### src/rtl/counter_ctrl_pkg.sv
// rtl/counter_ctrl_pkg.sv - shared types for the counter/timer controller
package counter_ctrl_pkg;

    typedef enum logic [1:0] {
        IDLE = 2'd0,
        LOAD = 2'd1,
        RUN  = 2'd2,
        DONE = 2'd3
    } ctrl_state_t;

endpackage

### src/rtl/counter_forward.sv
// rtl/counter_forward.sv - loadable up-counter with all-ones lookahead
// Ports: clk_i clock, arst_i async active-high clear, action_i 1=increment
// 0=load data_i, data_o counter value, will_overflow_o high when data_o is all-ones.
module counter_forward #(
    parameter int WORD_WIDTH = 8
) (
    input  logic                  clk_i,
    input  logic                  arst_i,
    input  logic                  action_i,
    input  logic [WORD_WIDTH-1:0] data_i,
    output logic [WORD_WIDTH-1:0] data_o,
    output logic                  will_overflow_o
);

    localparam logic [WORD_WIDTH-1:0] ONE = {{(WORD_WIDTH-1){1'b0}}, 1'b1};

    always_ff @(posedge clk_i or posedge arst_i) begin
        if (arst_i) begin
            data_o <= '0;
        end else if (action_i) begin
            data_o <= data_o + ONE;
        end else begin
            data_o <= data_i;
        end
    end

    // The next increment would wrap back to zero.
    assign will_overflow_o = &data_o;

endmodule

### src/rtl/counter_timer_ctrl.sv
// rtl/counter_timer_ctrl.sv - one-shot/periodic counter timer controller
// Ports: clk_i, rst_i (sync active-high); cfg_valid_i/cfg_ready_o handshake
// latching cfg_start_i/cfg_periodic_i; start_i/stop_i run control;
// busy_o, tick_o (overflow pulse), done_o (one-shot end pulse), count_o.
module counter_timer_ctrl
    import counter_ctrl_pkg::*;
#(
    parameter int WORD_WIDTH = 8
) (
    input  logic                  clk_i,
    input  logic                  rst_i,
    input  logic                  cfg_valid_i,
    output logic                  cfg_ready_o,
    input  logic [WORD_WIDTH-1:0] cfg_start_i,
    input  logic                  cfg_periodic_i,
    input  logic                  start_i,
    input  logic                  stop_i,
    output logic                  busy_o,
    output logic                  tick_o,
    output logic                  done_o,
    output logic [WORD_WIDTH-1:0] count_o
);

    ctrl_state_t           state;
    ctrl_state_t           state_next;
    logic [WORD_WIDTH-1:0] start_r;
    logic                  periodic_r;
    logic                  tick_r;
    logic                  done_r;
    logic                  tick_next;
    logic                  done_next;
    logic                  cnt_action;
    logic [WORD_WIDTH-1:0] cnt_data;
    logic [WORD_WIDTH-1:0] count;
    logic                  will_ovf;

    counter_forward #(
        .WORD_WIDTH(WORD_WIDTH)
    ) u_counter (
        .clk_i          (clk_i),
        .arst_i         (1'b0),
        .action_i       (cnt_action),
        .data_i         (cnt_data),
        .data_o         (count),
        .will_overflow_o(will_ovf)
    );

    always_ff @(posedge clk_i) begin
        if (rst_i) begin
            state      <= IDLE;
            start_r    <= '0;
            periodic_r <= 1'b0;
            tick_r     <= 1'b0;
            done_r     <= 1'b0;
        end else begin
            state  <= state_next;
            tick_r <= tick_next;
            done_r <= done_next;
            if (cfg_valid_i && cfg_ready_o) begin
                start_r    <= cfg_start_i;
                periodic_r <= cfg_periodic_i;
            end
        end
    end

    // Counter default is hold: load its own output back.
    always_comb begin
        state_next = state;
        cnt_action = 1'b0;
        cnt_data   = count;
        tick_next  = 1'b0;
        done_next  = 1'b0;
        unique case (state)
            IDLE: begin
                if (start_i && !stop_i) begin
                    state_next = LOAD;
                end
            end
            LOAD: begin
                if (stop_i) begin
                    state_next = IDLE;
                end else begin
                    cnt_data   = start_r;
                    state_next = RUN;
                end
            end
            RUN: begin
                if (stop_i) begin
                    state_next = IDLE;
                end else if (will_ovf) begin
                    // Reload instead of wrapping so the period is 2^W - start.
                    cnt_data  = start_r;
                    tick_next = 1'b1;
                    if (!periodic_r) begin
                        state_next = DONE;
                        done_next  = 1'b1;
                    end
                end else begin
                    cnt_action = 1'b1;
                end
            end
            DONE: begin
                state_next = IDLE;
            end
            default: begin
                state_next = IDLE;
            end
        endcase
        if (rst_i) begin
            state_next = IDLE;
            cnt_action = 1'b0;
            cnt_data   = '0;
            tick_next  = 1'b0;
            done_next  = 1'b0;
        end
    end

    assign cfg_ready_o = (state == IDLE);
    assign busy_o      = (state != IDLE);
    assign tick_o      = tick_r;
    assign done_o      = done_r;
    assign count_o     = count;

endmodule

### config.mk
export PLATFORM = sky130hd
export DESIGN_NAME = counter_timer_ctrl
export DESIGN_NICKNAME = d
export VERILOG_FILES = /design/src/rtl/counter_ctrl_pkg.sv /design/src/rtl/counter_forward.sv /design/src/rtl/counter_timer_ctrl.sv
export SDC_FILE = /design/constraint.sdc
export NUM_CORES = 1
export LEC_CHECK = 0
export BUFFER_PORTS_ARGS = -buffer_cell sky130_fd_sc_hd__buf_2
export CORE_MARGIN = 2
export CORE_UTILIZATION = 46
export CTS_CLUSTER_DIAMETER = 200
export DETAILED_ROUTE_END_ITERATION = 10
export PLACE_DENSITY = 0.73
export SLEW_MARGIN = 20
export SYNTH_ARGS = -nofsm -noshare
export SYNTH_HDL_FRONTEND = slang
export SYNTH_SLANG_ARGS = --single-unit
export TNS_END_PERCENT = 100
### constraint.sdc
create_clock -name clk_i -period 2.2 [get_ports clk_i]
set_input_delay 0.33 -clock clk_i [delete_from_list [all_inputs] [get_ports clk_i]]
set_output_delay 0.33 -clock clk_i [all_outputs]
set_load 0.005 [all_outputs]
==> impl_metrics.csv <==
group,metric,value,unit
status,result_of_the_run,"completed",
place,port-buffer-count,25,
grt,vias_in_the_first_global_route,756,
synthesis,netlist.top_cell.by_area,"dfxtp_1",
detailed_routing,vias,853,
floorplan,fp.dieH,51.92,um
synthesis,synth.area.top_cells,"dfxtp_1, edfxtp_1, a21oi_1",
synthesis,synthCells,109,
detailed_routing,drt_iter0_drc,17,
sta,period_needed,1896,ps
setup_path,crit_fanout,12,
sta,worstMarginPinSlew,434.1,ps
grt,largest_net_degree_at_the_start_of_global_routing,21,
synthesis,synth.distinct_cells,28,
sta,post-route-period-util,0.8617,
detailed_routing,post-route-drc-count,0,
detailed_routing,wl_per_cell,12.05,um
flow_run,maxCapViolations,0,
clock_tree,worstSkewPairLatency,290,ps
floorplan,initial_utilization,0.4820,
power,seq_power_share,0.579,
sta,clock.fmax,0.5275,GHz
synthesis,postSynthRegisterBits,21,
clock_tree,clk_root_buffer_cell,"clkbuf_4",
grt,grt_util_met2,0.2257,
detailed_routing,routed_wl,1964,um
power,cellInternalPower,0.0006068,W
clock_tree,postCtsSetupRepairBufs,0,
sta,finalHoldViolCount,0,
finish,nets,154,
clock_tree,ctsResizeCount,0,
place,routabilityCongestion,0.7636,
synthesis,mappedNetlistNets,127,
power,power.total,0.0008659,W
clock_tree,tritoncts_clock_tree,"built",
sta,finClkSkew,1.346,ps
grt,antenna_found_initial,0,
sta,setup_slack,304.4,ps
power,switching_power,0.0002591,W
floorplan,rows,17,
grt,final_global_route_overflow_total,0,
floorplan,design.die.area,2695,sq um
clock_tree,clock_tree.buffer_depth,2,
clock_tree,ctsHtreeMaxLevel,1,
power,power_frac_clock,0.206,
grt,global_route.usage.total,0.1690,
place,dpl_worst_slack,310.2,ps
power,swShare,0.2992,
floorplan,fp.coreArea,2191,sq um
power,worst_ir_drop_vdd,424.6,uV
clock_tree,clk_pin_slew_worst_paths,110,ps
setup_path,worst_setup_path_start_kind,"flop",
grt,global_route.peak_usage_layer,"met1",
power,comb_power_share,0.215,
setup_path,timing_worst_setup_path_type,"flop to flop",
sta,final-setup-viol-count,0,
place,dp_hpwl,1505,um
sta,timing.slew.headroom,0.7106,
sta,setup_total_negative_slack,0,ps
grt,grt_first_pass_wirelength,3374,um
detailed_routing,route.antenna.remaining_nets,0,
power,powerDensity,705.5,nW/um^2
synthesis,yosys.area.top_type_share,0.2464,
synthesis,mappedNetlistArea,1056,sq um
grt,met1_usage,0.2614,
finish,final_cell_count_no_fill,163,
finish,layout-drive-gt1-share,0.2741,
setup_path,arrival,1940,ps
min_path,min_path_type,"primary input to flop",
grt,grt_util_met3,0.03448,
synthesis,syn_warnings,0,
setup_path,worstPathRequired,2250,ps
finish,antenna-diode-count,0,
sta,hold_ws,269.1,ps
clock_tree,holdBufCountCts,0,
power,static-leakage-power,0.4778,nW
clock_tree,cts_num_sinks,21,
detailed_routing,dr.pass1.iters,4,
synthesis,ys_seq_area_frac,0.4739,
setup_path,crit_path_end_kind,"flop",
floorplan,die_w,51.92,um
clock_tree,numCtsBuffers,3,
sta,slew_viol_final,0,
floorplan,design.portCount,26,
detailed_routing,drt-vias-per-instance,5.233,
place,dp.cells,159,
finish,syn2layout_area_growth,16.23,%
sta,rsz0062_at_grt,"false",
synthesis,post_synth.cell_area_avg,9.688,sq um
[power by group through the flow]
stage / sequential, W / clock (W) / combinational (W)
global route: 0.000511 / 0.000201 / 0.000212
global placement: 0.000507 / 0 / 0.000184
floorplan: 0.000506 / 0 / 0.000116
finish: 0.000501 / 0.000178 / 0.000186
detailed placement: 0.000511 / 0 / 0.000188
CTS: 0.000502 / 0.000187 / 0.000189
[cell usage after synthesis, drive strengths merged]
cell type / count
nor2b: 1
clkbuf: 3
inv: 4
edfxtp: 8
a21o: 1
buf: 2
o21ai: 5
a221oi: 1
a32o: 1
mux2i: 1
xor2: 3
dfxtp: 13
nand4: 1
nand2b: 1
nor4: 2
nand2: 13
a211oi: 4
a21oi: 14
ha: 4
nor3: 2
and4: 1
a41oi: 1
and4b: 1
nor2: 7
xnor2: 3
nand3: 12
[per-layer routing]
metal,wire (um),vias up
li1,-,445
met1,999,379
met2,843,27
met3,107,2
met4,13,0
met5,0,-
[state kept, by name, summed over array words and instances (netlist names)]
signal / cells
start_r: 8
u_counter.data_o: 8
state: 2
done_o: 1
periodic_r: 1
tick_o: 1
[cells by family (layout without fill, tap and decap cells)]
family / after synthesis / in the layout / share of synthesized area
adder cells (fa/ha/maj): 4 / 4 / 0.04740
XOR/XNOR: 6 / 6 / 0.04977
flip-flops: 21 / 21 / 0.4739
AND/OR/NAND/NOR: 41 / 41 / 0.1872
buffers and inverters: 9 / 35 / 0.04265
multiplexers: 1 / 1 / 0.009479
AO/OA/AOI/OAI: 27 / 27 / 0.1896
[path summary, 6_finish.rpt]
path | startpoint | to | slack (ps) | depth (start not counted)
worst max-delay path | u_counter.data_o[0] | u_counter.data_o[0] | 300 | 5
worst min-delay path | cfg_start_i[1] | start_r[1] | 270 | 3
worst max register to register | u_counter.data_o[0] | u_counter.data_o[0] | 300 | 5
worst min register to register | start_r[3] | start_r[3] | 470 | 2
[area by class of cell]
cell class	instances	area, sq um
fill	215	963.4
tap	28	35.03
multi-input combinational	79	510.5
timing repair buffer	27	140.1
clock buffer	4	26.28
sequential	21	500.5
inverter	4	15.01
[worst max-delay path, stage by stage, from the launching register on]
cell and delay, ps:
edfxtp_1 470, ha_1 280, and4_4 230, a41oi_4 390, buf_4 220, a211oi_2 60
[per-stage QoR]
stage	util	area (sq um)
CTS	0.5603	1227
finish	0.5603	1227
detailed placement	0.5483	1201
global route	0.5603	1227
floorplan	-	1056
global placement	0.5483	1201
[cell usage in the layout, fill, tap and decap left out, drive strengths merged, types with 2 or more instances in the layout]
cell    instances
xor2            3
o21ai           5
clkbuf          4
inv             4
a211oi          4
xnor2           3
ha              4
nor2            7
nand3          12
nand2          13
dfxtp          13
buf            27
edfxtp          8
nor3            2
nor4            2
a21oi          14
(Power assumes the default switching activity.)
